### src/rtl/sma_share_arbiter_if.sv
// Handshake bundle for sma_share_arbiter: per-requester operand offers and the
// tagged sign-magnitude sum response channel.
interface sma_share_arbiter_if #(
   parameter int unsigned DATA_WIDTH = 8,
   parameter int unsigned NUM_REQ    = 4
);
   localparam int unsigned ID_W = $clog2(NUM_REQ);

   logic [NUM_REQ-1:0]            req_valid;
   logic [NUM_REQ-1:0]            req_ready;
   logic [NUM_REQ*DATA_WIDTH-1:0] req_a;
   logic [NUM_REQ*DATA_WIDTH-1:0] req_b;
   logic                          rsp_valid;
   logic                          rsp_ready;
   logic [DATA_WIDTH:0]           rsp_sum;
   logic [ID_W-1:0]               rsp_id;

   // Requester/consumer side.
   modport master (
      output req_valid, req_a, req_b, rsp_ready,
      input  req_ready, rsp_valid, rsp_sum, rsp_id
   );

   // Arbiter side.
   modport slave (
      input  req_valid, req_a, req_b, rsp_ready,
      output req_ready, rsp_valid, rsp_sum, rsp_id
   );
endinterface

### src/rtl/sma_share_arbiter.sv
// Shares one two-stage sign-magnitude adder among NUM_REQ requesters.
// SMA_SHARE_RR_EN defined: round-robin grant; undefined: fixed lowest-index priority.
module sma_share_arbiter #(
   parameter int unsigned DATA_WIDTH = 8,
   parameter int unsigned NUM_REQ    = 4
) (
   input logic                clk,
   input logic                rst_n,
   sma_share_arbiter_if.slave bus
);
   localparam int unsigned ID_W  = $clog2(NUM_REQ);
   localparam int unsigned MAG_W = DATA_WIDTH - 1;

   logic                  s1_valid;
   logic [DATA_WIDTH-1:0] s1_a;
   logic [DATA_WIDTH-1:0] s1_b;
   logic [ID_W-1:0]       s1_id;

   logic                  s2_adv;
   logic                  s1_adv;

   logic                  grant_found;
   logic [ID_W-1:0]       grant_id;
   logic [NUM_REQ-1:0]    grant_vec;
   logic                  accept;

   logic                  sa;
   logic                  sb;
   logic [DATA_WIDTH-1:0] ma;
   logic [DATA_WIDTH-1:0] mb;
   logic [DATA_WIDTH-1:0] sum_mag;
   logic                  sum_sign;
   logic [DATA_WIDTH:0]   sum_next;

   assign s2_adv = !bus.rsp_valid || bus.rsp_ready;
   assign s1_adv = !s1_valid || s2_adv;

`ifdef SMA_SHARE_RR_EN
   logic [ID_W-1:0] rr_ptr;

   always_ff @(posedge clk or negedge rst_n) begin
      if (!rst_n) begin
         rr_ptr <= '0;
      end else if (accept) begin
         rr_ptr <= (grant_id == ID_W'(NUM_REQ - 1)) ? '0 : grant_id + ID_W'(1);
      end
   end
`endif

   // First valid requester in search order; search starts at rr_ptr when round-robin.
   always_comb begin
      int unsigned pos;
      grant_found = 1'b0;
      grant_id    = '0;
      pos         = 0;
      for (int unsigned k = 0; k < NUM_REQ; k++) begin
`ifdef SMA_SHARE_RR_EN
         pos = 32'(rr_ptr) + k;
         if (pos >= NUM_REQ) pos = pos - NUM_REQ;
`else
         pos = k;
`endif
         if (!grant_found && bus.req_valid[ID_W'(pos)]) begin
            grant_found = 1'b1;
            grant_id    = ID_W'(pos);
         end
      end
   end

   assign grant_vec     = (rst_n && s1_adv && grant_found) ? (NUM_REQ'(1) << grant_id) : '0;
   assign accept        = |grant_vec;
   assign bus.req_ready = grant_vec;

   always_ff @(posedge clk or negedge rst_n) begin
      if (!rst_n) begin
         s1_valid <= 1'b0;
         s1_a     <= '0;
         s1_b     <= '0;
         s1_id    <= '0;
      end else if (s1_adv) begin
         s1_valid <= accept;
         if (accept) begin
            s1_a  <= bus.req_a[grant_id*DATA_WIDTH +: DATA_WIDTH];
            s1_b  <= bus.req_b[grant_id*DATA_WIDTH +: DATA_WIDTH];
            s1_id <= grant_id;
         end
      end
   end

   assign sa = s1_a[DATA_WIDTH-1];
   assign sb = s1_b[DATA_WIDTH-1];
   assign ma = {1'b0, s1_a[MAG_W-1:0]};
   assign mb = {1'b0, s1_b[MAG_W-1:0]};

   // Magnitudes are zero-extended by one bit, so the same-sign sum cannot overflow.
   always_comb begin
      sum_mag  = '0;
      sum_sign = 1'b0;
      if (sa == sb) begin
         sum_mag  = ma + mb;
         sum_sign = sa;
      end else if (ma > mb) begin
         sum_mag  = ma - mb;
         sum_sign = sa;
      end else if (mb > ma) begin
         sum_mag  = mb - ma;
         sum_sign = sb;
      end
      sum_next = {sum_sign & (|sum_mag), sum_mag};
   end

   always_ff @(posedge clk or negedge rst_n) begin
      if (!rst_n) begin
         bus.rsp_valid <= 1'b0;
         bus.rsp_sum   <= '0;
         bus.rsp_id    <= '0;
      end else if (s2_adv) begin
         bus.rsp_valid <= s1_valid;
         if (s1_valid) begin
            bus.rsp_sum <= sum_next;
            bus.rsp_id  <= s1_id;
         end
      end
   end
endmodule

### src/flat_wrapper.sv
// flat-port wrapper written by rule: the top's interface ports become plain ports
module sma_share_arbiter_flat 
#(
   parameter int unsigned DATA_WIDTH = 8,
   parameter int unsigned NUM_REQ    = 4
)
  (clk, rst_n, bus_req_valid, bus_req_a, bus_req_b, bus_rsp_ready, bus_req_ready, bus_rsp_valid, bus_rsp_sum, bus_rsp_id);
  sma_share_arbiter_if #(.DATA_WIDTH(DATA_WIDTH), .NUM_REQ(NUM_REQ)) bus_i ();
  input logic clk;
  input logic rst_n;
  input wire logic [$bits(bus_i.req_valid)-1:0] bus_req_valid;
  input wire logic [$bits(bus_i.req_a)-1:0] bus_req_a;
  input wire logic [$bits(bus_i.req_b)-1:0] bus_req_b;
  input wire logic [$bits(bus_i.rsp_ready)-1:0] bus_rsp_ready;
  output wire logic [$bits(bus_i.req_ready)-1:0] bus_req_ready;
  output wire logic [$bits(bus_i.rsp_valid)-1:0] bus_rsp_valid;
  output wire logic [$bits(bus_i.rsp_sum)-1:0] bus_rsp_sum;
  output wire logic [$bits(bus_i.rsp_id)-1:0] bus_rsp_id;
  assign bus_i.req_valid = bus_req_valid;
  assign bus_i.req_a = bus_req_a;
  assign bus_i.req_b = bus_req_b;
  assign bus_i.rsp_ready = bus_rsp_ready;
  assign bus_req_ready = bus_i.req_ready;
  assign bus_rsp_valid = bus_i.rsp_valid;
  assign bus_rsp_sum = bus_i.rsp_sum;
  assign bus_rsp_id = bus_i.rsp_id;
  sma_share_arbiter #(.DATA_WIDTH(DATA_WIDTH), .NUM_REQ(NUM_REQ)) u_core (.clk(clk), .rst_n(rst_n), .bus(bus_i));
endmodule
### config.mk
export PLATFORM = sky130hd
export DESIGN_NAME = sma_share_arbiter_flat
export DESIGN_NICKNAME = d
export VERILOG_FILES = /design/src/rtl/sma_share_arbiter_if.sv /design/src/rtl/sma_share_arbiter.sv /design/src/flat_wrapper.sv
export SDC_FILE = /design/constraint.sdc
export NUM_CORES = 1
export LEC_CHECK = 0
export CORE_MARGIN = 1
export CORE_UTILIZATION = 38
export DETAILED_ROUTE_END_ITERATION = 12
export DONT_BUFFER_PORTS = 1
export SLEW_MARGIN = 5
export SYNTH_ARGS = -nofsm -noshare
export SYNTH_HDL_FRONTEND = slang
export SYNTH_SLANG_ARGS = --single-unit
### constraint.sdc
create_clock -name clk -period 3.8 [get_ports clk]
set_input_delay 0.38 -clock clk [delete_from_list [all_inputs] [get_ports clk]]
set_output_delay 0.38 -clock clk [all_outputs]
set_load 0.02 [all_outputs]
Word level (Yosys, flattened, before mapping)
Index checks and enable logic that the tools add are counted.

storage, ports and cells
  input bits = 71
  register bits after elaboration = 31
  word-level logic and storage cells = 47

operators by class
  bitwise operators = 1
  equality and inequality tests = 1
  shift operators = 3
  reduce and logical (&&, ||, !) cells = 16
  muxes and demuxes = 14
  add/sub/neg operators = 3
  $lt $le $gt $ge = 2

operators by type and width
  cell                                             count
  variable part select 32 x 6 -> 8 bit             2
  two-way mux 8 bit                                3
  subtractor 7 x 7 -> 8 bit                        2
  greater-than comparator 7 bit                    2
  adder 7 x 7 -> 8 bit                             1
  two-way mux 1 bit                                8
  OR reduction 8 bit                               1
  logical AND 1 bit                                5
  zero test 1 bit                                  5
  two-way mux 2 bit                                2
  two-way mux 4 bit                                1
  AND reduction 2 bit                              2
  OR reduction 4 bit                               1
  << shifter 1 x 2 -> 4 bit, first input constant  1
  logical OR 1 bit                                 2
  bitwise AND 1 bit                                1
  == test 1 bit                                    1

Depth between registers and ports, before layout
Gate-level depths: netlist of the first run.

  depth after elaboration = 14
  gate-level depth with buffers = 12
  mapped depth without buffers = 12

Least setup slack after synthesis of the first run
Ideal clock, no wire load.

  path type = flip-flop to flip-flop
  from = reg u_core.s1_b[0]
  to = reg u_core.bus.rsp_sum[8]
  required time = 3,661 ps
  setup time = 139 ps
  cell stages (with the launch flop) = 11
  slack = 1,242 ps
  arrival = 2,419 ps
  period minus slack after synthesis = 2,558 ps
  path through = dfrtp_1 ha_1 fa_1 nand3b_2 a21oi_2 a2111oi_4 and2_4 a221oi_1 o22ai_1 nor4_1 a31oi_1

between the ends
  word-level cells in the longest chain between the ends = 6
  elaborated cells between the ends (all ways) = 13
  classes of those cells = add/sub: 3; order compare: 2; mux: 6; bitwise: 1; reduce/logical: 1

ends and longest elaborated chain
  element                                                                            line                                                RTL
  from (decl)                                                                        sma_share_arbiter.sv:16                             logic [DATA_WIDTH-1:0] s1_b;
  from (signal assigned)                                                             sma_share_arbiter.sv:84                             s1_b <= bus.req_b[grant_id*DATA_WIDTH +: DATA_WIDTH];
  subtractor 7 x 7 -> 8 bit / greater-than comparator 7 bit (equally long branches)  sma_share_arbiter.sv:106, sma_share_arbiter.sv:105
  two-way mux 8 bit                                                                  sma_share_arbiter.sv:105                            end else if (mb > ma) begin
  two-way mux 8 bit                                                                  sma_share_arbiter.sv:102                            end else if (ma > mb) begin
  two-way mux 8 bit                                                                  sma_share_arbiter.sv:99                             if (sa == sb) begin
  OR reduction 8 bit                                                                 sma_share_arbiter.sv:109                            sum_next = {sum_sign & (|sum_mag), sum_mag};
  bitwise AND 1 bit *                                                                sma_share_arbiter.sv:109
  to (signal assigned)                                                               sma_share_arbiter.sv:120                            bus.rsp_sum <= sum_next;
  to (decl)                                                                          sma_share_arbiter_if.sv:27                          output req_ready, rsp_valid, rsp_sum, rsp_id

Every way passes the cells marked *; elsewhere a longest branch is shown, timed or not.
A chain may end at the register's enable or synchronous reset.

Worst setup path after layout of the first run
Ends and elaborated chain as after synthesis.

==> qor.csv, run 1 <==
stage,metric,value,unit
run_status,result_of_the_run,"finished, final reports clean",
floorplanning,dieWidth,88.1,microns
synthesis,post_synth_num_cell_types,54,
cts,clk_pin_slew,0.07,ns
setup_path,critical_path.startpoint_type,register,
finish,sequential_cell_area,776,sq um
floorplanning,num_rows,31,
placement,placed_cell_area,0.00287,sq mm
cts,cts_tree,yes,
global_route,grt_use_total,0.185,
sta,rsz0062_at_grt,no,
flow_run,max_cap_viol_count,0,
synthesis,netlist_instances,386,
power_and_ir_drop,p_per_area,568,mW/mm^2
placement,dp_cells,467,
worst_hold_path,min_delay_path_class,input port to register,
sta,fmax,0.350,GHz
setup_path,cp_slowest_cell,sky130_fd_sc_hd__fa_1,
sta,period_share,0.751,
finish,antenna_cells_inserted,0,
sta,final-hold-violation-count,0,
sta,slew_violations,0,
placement,dp.final_hpwl,5.24,mm
floorplanning,die_height,88.1,microns
synthesis,ys_seq_elements,31,
cts,postcts_resize_cnt,0,
setup_path,setup.worst_path.class,register to register,
synthesis,async_flop_share,1.00,
floorplanning,design.die.area,0.00775,sq mm
routing,drt_wl_total,6.69,mm
synthesis,postSynth.topFlopCell,sky130_fd_sc_hd__dfrtp_1,
routing,drt.antenna.violating_nets,0,
global_route,grt_first_pass_wirelength,11.0,mm
setup_path,critical_path.cell_chain,ha_1 -> fa_1 -> nand3b_2 -> a21oi_2 -> a2111oi_4 -> and2_4 -> a221oi_1 -> o22ai_1 -> nor4_1 -> a31oi_1,
routing,first_pass_iters,4,
worst_hold_path,min-delay-start,bus_req_valid[0],
routing,detail_route.vias_per_cell,5.30,
synthesis,avgSynthCellArea,7.29,sq um
setup_path,path_max_fanout,6,
setup_path,critPathLaunch,u_core.s1_b[0]$_DFFE_PN0P_,
sta,worst_slew_pin_slew,0.967,ns
routing,detail_route.wl_per_cell,14.0,microns
global_route,grt_max_degree,34,
cts,clock_insertion_delay_worst_skew,0.29,ns
cts,number_of_buffers_created_by_cts,5,
finish,synthToLayoutAreaGrowth,6.58,%
synthesis,ys_warn_count,0,
cts,ctsLongestPathBuffers,2,
global_route,initial_antenna_violation_count,0,
sta,finalCriticalPeriod,2.85,ns
floorplanning,number_of_top_level_pins,87,
setup_path,critical_path_required,3.94,ns
global_route,first_global_vias,2298,
finish,n_fill_cell,787,
sta,fin_ws,0.946,ns
floorplanning,core-area,0.00721,sq mm
cts,cts-htree-levels,2,
routing,detail_route.iter0.violations,131,
floorplanning,initial_utilization,0.390,
setup_path,critical_path.reg2reg.startpoint,u_core.s1_b[0]$_DFFE_PN0P_,
sta,clock_skew,0.00855,ns
finish,combined_area_of_the_multi_input_logic_cells,0.00186,sq mm
setup_path,timing.critical_path.arrival,3.00,ns
finish,finish.net_count,472,
sta,maxSlewHeadroom,0.346,
placement,placement.io_buffers,0,
global_route,global_route.overflow_total,0,
finish,stdcell_area,0.00300,sq mm
placement,place_congestion,0.890,
routing,dr_total_vias,2530,
synthesis,synth_enable_flop_cells,0,
power_and_ir_drop,power_leakage,0.00134,uW
synthesis,post_synth_instance_area,0.00281,sq mm
cts,clock_sinks,31,
finish,drive_gt1_frac,0.101,
sta,setup_violations,0,
setup_path,critical_path_sink_type,register,
finish,layout.cells.non_filler,477,
setup_path,critical-path-max-stage-delay,0.42,ns
routing,route.detailed.drc,0,
synthesis,synth.net_count,481,
synthesis,seq_total_area_yosys,0.276,
cts,root_buffer,sky130_fd_sc_hd__clkbuf_8,
placement,dp_slack,0.952,ns
power_and_ir_drop,vdd_drop_max,0.155,mV
finish,final_util,0.416,
sta,setup_total_negative_slack,0,ns
-- critical path: cells and delay by family (launching register included) --
kind	cells	cell delay, ns
AOI/OAI and AO/OA	5	0.86
adders and majority gates	2	0.66
DFF	1	0.41
and+or+nand+nor	3	0.76
-- what timing repair did --
item                                    CTS  global route
endpoints found under the setup margin    0             0
buffers inserted                          0             0
hold buffers                              2             0
endpoints found under the hold margin    31             0
-- through the flow --
step | hold slack (ns) | power [uW]
floorplan | 0.0844 | 1230
global placement | 0.0852 | 1400
detailed placement | 0.0853 | 1400
CTS | 0.173 | 1710
global route | 0.191 | 1850
finish | 0.184 | 1700
-- synthesized netlist by cell type, types with 3 or more instances --
master	number	area, sq um
sky130_fd_sc_hd__nor2b_1	3	18.8
sky130_fd_sc_hd__o22ai_1	3	18.8
sky130_fd_sc_hd__nand2_1	115	432
sky130_fd_sc_hd__dfrtp_1	31	776
sky130_fd_sc_hd__inv_1	21	78.8
sky130_fd_sc_hd__buf_4	3	22.5
sky130_fd_sc_hd__ha_1	21	263
sky130_fd_sc_hd__xnor2_1	6	52.6
sky130_fd_sc_hd__fa_1	3	60.1
sky130_fd_sc_hd__nor3_1	5	25.0
sky130_fd_sc_hd__nor2_1	13	48.8
sky130_fd_sc_hd__a21oi_2	3	26.3
sky130_fd_sc_hd__mux2_2	5	56.3
sky130_fd_sc_hd__nand3_1	22	110
sky130_fd_sc_hd__a21oi_1	19	95.1
sky130_fd_sc_hd__clkbuf_1	16	60.1
sky130_fd_sc_hd__o21ai_0	45	225
sky130_fd_sc_hd__nand2b_1	6	37.5
-- final cells by class --
cell class / count / share of cell area
inverters: 21 / 0.0263
multi-input cells: 312 / 0.619
clock buffers: 7 / 0.0321
clock inverters: 1 / 0.00250
flip-flops and latches: 31 / 0.259
well taps: 99 / 0.0413
repair buffers: 6 / 0.0200
-- cells in the final DEF, fill, tap and decap left out, types with 4 or more instances in the layout --
master	n
sky130_fd_sc_hd__nand2_1	115
sky130_fd_sc_hd__o21ai_0	45
sky130_fd_sc_hd__dfrtp_1	31
sky130_fd_sc_hd__nand3_1	22
sky130_fd_sc_hd__inv_1	21
sky130_fd_sc_hd__ha_1	21
sky130_fd_sc_hd__a21oi_1	19
sky130_fd_sc_hd__nor2_1	12
sky130_fd_sc_hd__clkbuf_8	7
sky130_fd_sc_hd__nand2b_1	6
sky130_fd_sc_hd__xnor2_1	6
sky130_fd_sc_hd__mux2_2	5
sky130_fd_sc_hd__nor3_1	4
sky130_fd_sc_hd__buf_4	4
-- state kept, by name, summed over array words and instances (netlist names) --
signal and flops:
u_core.bus.rsp_sum 9, u_core.s1_valid 1, u_core.s1_id 2, u_core.bus.rsp_id 2
u_core.bus.rsp_valid 1, u_core.s1_a 8, u_core.s1_b 8
-- routing by layer --
| layer | global-route usage | vias to the layer above | share of wire |
|---|---|---|---|
| li1 | - | 1280 | - |
| met1 | 0.261 | 1135 | 0.50 |
| met2 | 0.288 | 109 | 0.43 |
| met3 | 0.0302 | 6 | 0.058 |
| met4 | 0.0572 | 0 | 0.013 |
| met5 | 0 | - | 0 |
-- path summary, 6_finish.rpt --
| path | cells after the start | endpoint | slack [ns] |
|---|---|---|---|
| max | 10 | u_core.bus.rsp_sum[8]$_DFFE_PN0P_ | 0.95 |
| min | 1 | u_core.s1_id[1]$_DFFE_PN0P_ | 0.18 |
| max reg2reg | 10 | u_core.bus.rsp_sum[8]$_DFFE_PN0P_ | 0.95 |
| min reg2reg | 2 | u_core.s1_id[0]$_DFFE_PN0P_ | 0.51 |
| max in group asynchronous | 2 | u_core.s1_a[6]$_DFFE_PN0P_ | 3.09 |
| min in group asynchronous | 2 | u_core.bus.rsp_sum[2]$_DFFE_PN0P_ | 0.53 |
-- report_power, final --
part           internal (uW)  total, uW  switching (uW)  leakage, uW
sequential               418        563             146     0.000381
clock                    165        293             128    0.0000505
combinational            338        846             508     0.000907
total                    920       1700             782      0.00134
-- cell families (layout without fill, tap and decap cells) --
group           count (synthesis)  after routing  share of synthesized area
simple gates                  182            182                      0.292
compound gates                 94             94                      0.209
buf+inv                        43             35                     0.0671
flops                          31             31                      0.276
fa+ha+maj                      24             24                      0.115
xor+xnor                        7              7                     0.0218
mux                             5              5                     0.0200
No activity file was read; power rests on OpenSTA's default activity.
==> inputs of run 2 (changes only) <==
==> constraint.sdc (replaced) <==
create_clock -name clk -period 2.5 [get_ports clk]
set_input_delay 0.25 -clock clk [delete_from_list [all_inputs] [get_ports clk]]
set_output_delay 0.25 -clock clk [all_outputs]
set_load 0.02 [all_outputs]
==> run 2 against run 1 <==
  * The flow now finishes with violations (negative setup slack)
  * Routed wire length grew 3.6%
  * Power grew 75%
  * Sequential share of layout area shrank 3.3 points
  * Clock skew shrank 0.0023 ns
  * Cell count grew 9.2%
  * Via count grew 4.2%
  * Setup slack lost 0.95 ns
  * Design area grew 14%
  * Non-clock buffer count grew 45
  * Critical path type unchanged
==> qor.csv, run 2 (synthesis results as in run 1) <==
stage,metric,value,unit,change
global_route,grt_use_total,0.188,,+0.00301
setup_path,reg2reg_slack,-0.0009,ns,-0.95 ns
placement,placed_cell_area,0.00318,sq mm,+11%
run_status,failed_checks,negative setup slack,,
routing,detail_route.vias_per_cell,5.06,,-4.6%
routing,route.detailed.drc,0,,unchanged
power_and_ir_drop,vdd_drop_max,0.255,mV,+64%
cts,cts_tree,yes,,
setup_path,critical_path.startpoint_type,register,,
routing,detail_route.wl_per_cell,13.3,microns,-5.2%
placement,dp_cells,507,,+8.6%
sta,period_share,1.00,,+0.249
finish,layout.cells.most_common,sky130_fd_sc_hd__nand2_1,,
flow_run,max_cap_viol_count,0,,unchanged
floorplanning,number_of_top_level_pins,87,,unchanged
routing,dr_total_vias,2635,,+4.2%
routing,detail_route.iter0.violations,78,,-40%
setup_path,setup.worst_path.class,register to register,,
power_and_ir_drop,power_leakage,0.00159,uW,+18%
floorplanning,dieWidth,88.1,microns,unchanged
finish,largest_register_ffs,9,,unchanged
finish,drive_gt1_frac,0.239,,+0.139
finish,biggest_register,u_core.bus.rsp_sum,,
finish,largestRegisters,"u_core.bus.rsp_sum x9, u_core.s1_a x8, u_core.s1_b x8",,
cts,clock_insertion_delay_worst_skew,0.29,ns,about the same
global_route,grt_max_degree,34,,unchanged
setup_path,timing.critical_path.arrival,2.65,ns,-0.35 ns
cts,clock_sinks,31,,unchanged
sta,finalCriticalPeriod,2.50,ns,-0.353 ns
floorplanning,design.die.area,0.00775,sq mm,unchanged
sta,setup_violations,1,,+1
sta,slew_violations,0,,unchanged
global_route,initial_antenna_violation_count,0,,unchanged
floorplanning,core-area,0.00721,sq mm,unchanged
global_route,grt_first_pass_wirelength,11.1,mm,+0.94%
placement,dp_slack,-0.0969,ns,-1.05 ns
cts,number_of_buffers_created_by_cts,5,,unchanged
finish,finish.net_count,517,,+9.5%
floorplanning,die_height,88.1,microns,unchanged
cts,clk_pin_slew,0.06,ns,about the same
routing,first_pass_iters,4,,unchanged
placement,placement.io_buffers,0,,unchanged
finish,antenna_cells_inserted,0,,unchanged
finish,layout_common_cells,"115 x sky130_fd_sc_hd__nand2_1, 48 x sky130_fd_sc_hd__buf_4, 42 x sky130_fd_sc_hd__o21ai_0",,
sta,fin_ws,-0.000893,ns,-0.947 ns
run_status,result_of_the_run,finished with violations,,
routing,drt.antenna.violating_nets,0,,unchanged
setup_path,critical_path_required,2.65,ns,-1.29 ns
sta,clock_skew,0.00621,ns,-0.00233 ns
floorplanning,initial_utilization,0.390,,unchanged
sta,timing.hold.ws,0.0619,ns,-0.122 ns
cts,cts-htree-levels,2,,unchanged
floorplanning,num_rows,31,,unchanged
power_and_ir_drop,p_per_area,867,mW/mm^2,+53%
sta,rsz0062_at_grt,yes,,
routing,drt_wl_total,6.93,mm,+3.6%
sta,worst_slew_pin_slew,0.534,ns,-0.434 ns
sta,final-hold-violation-count,0,,unchanged
placement,place_congestion,0.893,,+0.36%
sta,fmax,0.400,GHz,+14%
cts,ctsLongestPathBuffers,2,,unchanged
finish,synthToLayoutAreaGrowth,22.0,%,
global_route,first_global_vias,2393,,+4.1%
sta,maxSlewHeadroom,0.644,,+0.298
placement,dp.final_hpwl,5.59,mm,+6.7%
cts,root_buffer,sky130_fd_sc_hd__clkbuf_8,,
global_route,global_route.overflow_total,0,,unchanged
finish,stdcell_area,0.00343,sq mm,+14%
setup_path,path_max_fanout,4,,-2
sta,setup_total_negative_slack,-0.000893,ns,-0.000893 ns
finish,layout.cells.non_filler,521,,+9.2%
worst_hold_path,min_delay_path_class,input port to register,,
setup_path,critical_path_sink_type,register,,
-- run 2: metrics by stage --
step                total power, uW   util
floorplan                      1890      -
global placement               2360  0.441
detailed placement             2390  0.441
CTS                            2830  0.460
global route                   3230  0.476
finish                         2980  0.476
-- run 2: worst paths after layout --
path                                        startpoint                                end  depth (start not counted)
max                         u_core.s1_b[0]$_DFFE_PN0P_  u_core.bus.rsp_sum[8]$_DFFE_PN0P_                         12
min                                   bus_req_valid[0]        u_core.s1_id[1]$_DFFE_PN0P_                          1
max reg2reg                 u_core.s1_b[0]$_DFFE_PN0P_  u_core.bus.rsp_sum[8]$_DFFE_PN0P_                         12
min reg2reg                u_core.s1_valid$_DFFE_PN0N_   u_core.bus.rsp_valid$_DFFE_PN0P_                          1
max in group asynchronous                        rst_n         u_core.s1_b[2]$_DFFE_PN0P_                          2
min in group asynchronous                        rst_n  u_core.bus.rsp_sum[0]$_DFFE_PN0P_                          2
-- run 2: power by group --
part / switching [uW] / total (uW) / internal [uW]
combinational: 924 / 1740 / 814
clock: 188 / 404 / 216
sequential: 198 / 834 / 635
total: 1310 / 2980 / 1660
-- run 2: timing repair --
item,in CTS,in global routing
pin swaps,5,14
resized for setup,3,23
hold endpoints to repair,31,0
hold buffers,2,0
buffers inserted,2,3
endpoints found under the setup margin,2,6
-- run 2: area by class of cell --
cell class	count	area, sq um
inverters	21	78.8
clock inverters	1	5.00
flip-flops and latches	31	776
well taps	99	124
clock buffers	6	82.6
repair buffers	51	402
fillers	771	3780
multi-input cells	312	1960
-- run 2: routing by layer --
layer	GRT usage	routed length (microns)
met1	0.253	3360
met3	0.0236	334
met4	0.0543	101
met2	0.315	3130
met5	0	0
-- run 2: critical path, cell delays in order, from the launching register on --
cell                        delay [ns]
sky130_fd_sc_hd__dfrtp_1          0.41
sky130_fd_sc_hd__inv_1            0.08
sky130_fd_sc_hd__ha_2             0.18
sky130_fd_sc_hd__inv_2            0.05
sky130_fd_sc_hd__fa_2             0.39
sky130_fd_sc_hd__nand3_2          0.08
sky130_fd_sc_hd__a21o_1           0.15
sky130_fd_sc_hd__a2111oi_4        0.10
sky130_fd_sc_hd__and2_4           0.17
sky130_fd_sc_hd__a221oi_2         0.28
sky130_fd_sc_hd__o22ai_2          0.11
sky130_fd_sc_hd__nor4_2           0.26
sky130_fd_sc_hd__a31oi_1          0.10
==> inputs of run 3 (changes only) <==
--- a/config.mk
+++ b/config.mk
@@ -5,7 +5,7 @@
 export SDC_FILE = /design/constraint.sdc
 export NUM_CORES = 1
 export LEC_CHECK = 0
-export CORE_MARGIN = 1
+export CORE_MARGIN = 2
 export CORE_UTILIZATION = 38
 export DETAILED_ROUTE_END_ITERATION = 12
 export DONT_BUFFER_PORTS = 1
==> run 3 against run 2 <==
  * The flow now finishes without violations
  * Clock skew is 0.0025 ns lower
  * Flip-flop and latch count unchanged
  * Sequential power barely moved
  * Setup slack gained 0.025 ns
  * Highest routed layer unchanged
==> qor.csv, run 3 (synthesis results as in run 1) <==
stage,metric,value,unit,change
run_status,result_of_the_run,"finished, final reports clean",,
setup_path,path_max_fanout,4,,unchanged
floorplanning,dieWidth,90.1,microns,+2.3%
sta,final-hold-violation-count,0,,unchanged
cts,clock_insertion_delay_worst_skew,0.28,ns,about the same
finish,layout.cells.most_common,sky130_fd_sc_hd__nand2_1,,
global_route,global_route.overflow_total,0,,unchanged
flow_run,max_cap_viol_count,0,,unchanged
placement,placement.io_buffers,0,,unchanged
power_and_ir_drop,p_per_area,867,mW/mm^2,about the same
power_and_ir_drop,pwr-share-seq,0.283,,+0.003
finish,layout.cells.non_filler,519,,-0.38%
sta,setup_total_negative_slack,0,ns,+0.000893 ns
floorplanning,core-area,0.00721,sq mm,unchanged
sta,worst_slew_pin_slew,0.730,ns,+0.196 ns
setup_path,worst_r2r_endpoint,u_core.bus.rsp_sum[8]$_DFFE_PN0P_,,
placement,dp_cells,504,,-0.59%
setup_path,reg2reg_slack,0.02,ns,+0.03 ns
routing,first_pass_iters,4,,unchanged
setup_path,critical_path.reg2reg.startpoint,u_core.s1_b[1]$_DFFE_PN0P_,,
cts,cts_tree,yes,,
power_and_ir_drop,vdd_drop_max,0.264,mV,+3.6%
floorplanning,initial_utilization,0.390,,unchanged
setup_path,setup.worst_path.class,register to register,,
floorplanning,die_height,90.1,microns,+2.3%
sta,clock_skew,0.00376,ns,-0.00245 ns
sta,setup_violations,0,,-1
setup_path,largest_delay_share_family_worst_path,compound AO/OA/AOI/OAI gates,,
finish,largestRegisters,"u_core.bus.rsp_sum x9, u_core.s1_a x8, u_core.s1_b x8",,
power_and_ir_drop,netSwitchingPower,1310,uW,+0.18%
sta,slew_violations,0,,unchanged
global_route,initial_antenna_violation_count,0,,unchanged
placement,place_congestion,0.934,,+4.6%
finish,drive_gt1_frac,0.231,,-0.00838
finish,final_util,0.473,,-0.00312
worst_hold_path,worstHoldPathCells,1,,unchanged
cts,number_of_buffers_created_by_cts,5,,unchanged
worst_hold_path,endpoint_of_the_worst_hold_path,u_core.s1_id[1]$_DFFE_PN0P_,,
routing,drt_wl_total,6.99,mm,+0.87%
setup_path,ff2ff_path_depth,10,,-2
floorplanning,number_of_top_level_pins,87,,unchanged
routing,route.detailed.drc,0,,unchanged
worst_hold_path,min-delay-start,bus_req_valid[0],,
power_and_ir_drop,power.share.combinational,0.584,,about the same
power_and_ir_drop,pwr-share-clk,0.133,,-0.003
finish,biggest_register,u_core.bus.rsp_sum,,
cts,cts-htree-levels,2,,unchanged
finish,n_fill_cell,719,,-6.7%
finish,finish.net_count,514,,-0.58%
routing,detail_route.iter0.violations,153,,+96%
routing,drt.antenna.violating_nets,0,,unchanged
sta,fmax,0.404,GHz,+1.0%
cts,clock_sinks,31,,unchanged
power_and_ir_drop,power_report.internal_total,1640,uW,-1.2%
power_and_ir_drop,switching_share,0.444,,+0.00350
placement,dp.final_hpwl,5.56,mm,-0.53%
setup_path,critical-path-max-stage-delay,0.44,ns,+0.03 ns
placement,dp_slack,-0.130,ns,-0.0327 ns
global_route,grt_max_degree,34,,unchanged
routing,detail_route.wl_per_cell,13.5,microns,+1.3%
setup_path,worst_path_buf_inv,1,,-1
finish,largest_register_ffs,9,,unchanged
setup_path,critical_path_required,2.70,ns,+0.05 ns
global_route,grt_use_total,0.172,,-0.0154
finish,layout_common_cells,"115 x sky130_fd_sc_hd__nand2_1, 45 x sky130_fd_sc_hd__buf_4, 43 x sky130_fd_sc_hd__o21ai_0",,
finish,antenna_cells_inserted,0,,unchanged
finish,sequential_cell_area,777,sq um,+0.16%
routing,detail_route.vias_per_cell,5.20,,+2.7%
cts,root_buffer,sky130_fd_sc_hd__clkbuf_8,,
power_and_ir_drop,design_power_total,2960,uW,-0.61%
global_route,grt_first_pass_wirelength,11.7,mm,+4.8%
floorplanning,design.die.area,0.00811,sq mm,+4.6%
sta,period_share,0.990,,-0.0102
setup_path,critical_path.startpoint_type,register,,
cts,ctsLongestPathBuffers,2,,unchanged
sta,maxSlewHeadroom,0.511,,-0.134
sta,fin_ws,0.0245,ns,+0.0254 ns
setup_path,cp_slowest_cell,sky130_fd_sc_hd__dfrtp_2,,
power_and_ir_drop,power_leakage,0.00155,uW,-2.3%
finish,synthToLayoutAreaGrowth,21.2,%,
sta,finalCriticalPeriod,2.48,ns,-0.0254 ns
routing,dr_total_vias,2697,,+2.4%
floorplanning,num_rows,31,,unchanged
finish,combined_area_of_the_multi_input_logic_cells,0.00196,sq mm,-0.13%
cts,clk_pin_slew,0.07,ns,about the same
worst_hold_path,min_delay_path_class,input port to register,,
setup_path,critical_path.cell_chain,inv_1 -> ha_4 -> and4_2 -> and2_4 -> a2111oi_4 -> and2_4 -> nand2b_1 -> a32oi_1 -> a21oi_2 -> a31oi_1,,
setup_path,timing.critical_path.mode_cell,sky130_fd_sc_hd__and2_4,,
sta,rsz0062_at_grt,yes,,
global_route,first_global_vias,2517,,+5.2%
setup_path,timing.critical_path.arrival,2.68,ns,+0.03 ns
setup_path,critical_path_sink_type,register,,
-- run 3: timing repair --
item | CTS | global route
setup endpoints to repair | 1 | 7
gates resized for setup | 7 | 16
pin swaps | 3 | 5
endpoints found under the hold margin | 31 | 0
buffers inserted | 1 | 4
hold buffers | 2 | 0
-- run 3: worst register-to-register path, delay by kind of cell (launching register included) --
family / cells / cell delay [ns]
compound gates: 4 / 0.91
simple gates: 4 / 0.70
buf+inv: 1 / 0.12
fa+ha+maj: 1 / 0.22
flops: 1 / 0.44
-- run 3: area by class of cell --
cell class / instances / area share
sequential: 31 / 0.228
clock buffer: 5 / 0.0202
timing repair buffer: 48 / 0.111
clock inverter: 3 / 0.00587
tap: 99 / 0.0363
multi-input combinational: 312 / 0.575
inverter: 21 / 0.0231
-- run 3: power by group through the flow --
| stage | logic, uW | clock network (uW) | registers [uW] |
|---|---|---|---|
| after floorplan | 1060 | 0 | 835 |
| after global placement | 1510 | 0 | 841 |
| after detailed placement | 1530 | 0 | 849 |
| after CTS | 1600 | 405 | 840 |
| after global routing | 1900 | 429 | 857 |
| final | 1730 | 394 | 836 |
-- run 3: how the worst max path moves through the flow --
stage	cells past startpoint	slack (ns)	startpoint	to
after CTS	11	0.004	u_core.s1_b[0]$_DFFE_PN0P_	u_core.bus.rsp_sum[8]$_DFFE_PN0P_
after floorplan	10	0.01	u_core.s1_b[0]$_DFFE_PN0P_	u_core.bus.rsp_sum[8]$_DFFE_PN0P_
after global routing	12	-0.13	u_core.s1_a[0]$_DFFE_PN0P_	u_core.bus.rsp_sum[8]$_DFFE_PN0P_
after global placement	10	-0.04	u_core.s1_b[0]$_DFFE_PN0P_	u_core.bus.rsp_sum[8]$_DFFE_PN0P_
final	10	0.02	u_core.s1_b[1]$_DFFE_PN0P_	u_core.bus.rsp_sum[8]$_DFFE_PN0P_
after detailed placement	10	-0.13	u_core.s1_b[0]$_DFFE_PN0P_	u_core.bus.rsp_sum[8]$_DFFE_PN0P_
-- run 3: through the flow --
stage / instance area [sq um] / hold WS, ns
after floorplan: 2830 / -0.0456
after global placement: 3160 / -0.0448
after detailed placement: 3160 / -0.0445
after CTS: 3310 / 0.0471
after global routing: 3410 / 0.0391
final: 3410 / 0.0568
-- run 3: routing by layer --
layer | up-vias | wire length, microns | track usage
met4 | 0 | 87 | 0.0551
li1 | 1373 | - | -
met3 | 8 | 490 | 0.0277
met1 | 1202 | 3310 | 0.242
met5 | - | 0 | 0
met2 | 114 | 3090 | 0.271
==> RTL change (flow settings as in run 3) <==
Add a define of `SMA_SHARE_RR_EN`.
--- a/src/rtl/sma_share_arbiter.sv
+++ b/src/rtl/sma_share_arbiter.sv
@@ -2,2 +2,4 @@
 // SMA_SHARE_RR_EN defined: round-robin grant; undefined: fixed lowest-index priority.
+`define SMA_SHARE_RR_EN
+
 module sma_share_arbiter #(
Formal check against the unedited RTL: not equivalent (Yosys sat finds a counterexample within 4 cycles, from zero or initial values and one cycle with rst_n low).
==> RTL change against run 3 <==
The run now ends with negative setup slack left; setup slack got worse by 0.15 ns; synthesized cell count down 7.5%; area after synthesis up 8.2%; core utilization grew 1.6 points; wire length increased by 16%; sequential cell count rose by 2; design area is 11% higher; critical endpoint unchanged; highest routed layer unchanged.
Power is left out: the tool's default activity adds up to more than one toggle a clock period on the data nets, which glitch-free logic cannot reach.
==> RTL change: results <==
group,metric,value,unit
placed_design,dpl-instance-area,3500,µm²
route,drt-initial-drc-count,117,
synth,synthTopCellsByCount,"nand2_1 (52), o21ai_0 (42), dfrtp_1 (33)",
outcome,failed_checks,"negative setup slack",
sta,worst_pin_slew,0.595,ns
global_routing,grt.total_usage,0.192,
synth,synth_mux_area_frac,0.134,
cts,clock_latency,0.30,ns
route,wl_met3,448,µm
worst_setup_path,timing.rr.start,"u_core.s1_b[0]$_DFFE_PN0P_",
placed_design,pre_cts_slack,-0.166,ns
synth,ys_top_cells_by_area,"dfrtp_1 (27%), ha_1 (10%), mux2_2 (7.8%), o21ai_0 (6.9%), nand2_1 (6.4%)",
outcome,status,"complete, but fails checks",
global_routing,antenna_found_initial,1,
finish,fillers,745,
global_routing,met1_usage,0.257,
global_routing,grt_use_met2,0.312,
worst_setup_path,crit_path_max_fanout,5,
worst_setup_path,cp_slowest_cell,"dfrtp_1",
worst_setup_path,reg2regPathDepth,11,
placed_design,hpwl,6470,µm
route,wirelength,8120,µm
finish,drive_gt1_frac,0.274,
sta,skew,0.0166,ns
route,met1_length,3700,µm
global_routing,met3_usage,0.0282,
placed_design,place_congestion,0.941,
sta,setup_viol,4,
cts,post_cts_buffers,2,
hold_path,worstHoldStart,"bus_rsp_ready",
synth,post_synth_fa_ha_maj_area_fraction,0.122,
hold_path,hold_depth,2,
sta,worst_slack,-0.122,ns
synth,synthXorXnorAreaFrac,0.00863,
## RTL change: changes by cell type after synthesis, moves of 12 or more
cell             run 3  this run
mux2_2               5        21
clkbuf_1            16         4
nand2_1            115        52
mux2i_1              0        17
nand3_1             22         4
## RTL change: metrics by stage
step / setup TNS [ns] / hold slack, ns / cells
2_1_floorplan: -0.0107 / -0.0456 / 357
3_3_place_gp: -0.146 / -0.0443 / 490
3_5_place_dp: -0.365 / -0.0439 / 490
4_1_cts: -0.425 / 0.150 / 502
5_1_grt: -1.08 / 0.170 / 505
6_report: -0.235 / 0.162 / 505
## RTL change: area by class of cell
| type | count | area, µm² | share of cell area |
|---|---|---|---|
| clock buffer | 7 | 86.3 | 0.0228 |
| multi-input combinational | 280 | 2150 | 0.570 |
| timing repair buffer | 52 | 443 | 0.117 |
| sequential | 33 | 826 | 0.219 |
| tap | 102 | 128 | 0.0338 |
| clock inverter | 1 | 30.0 | 0.00795 |
| antenna | 1 | 2.50 | 0.000662 |
| inverter | 29 | 109 | 0.0288 |
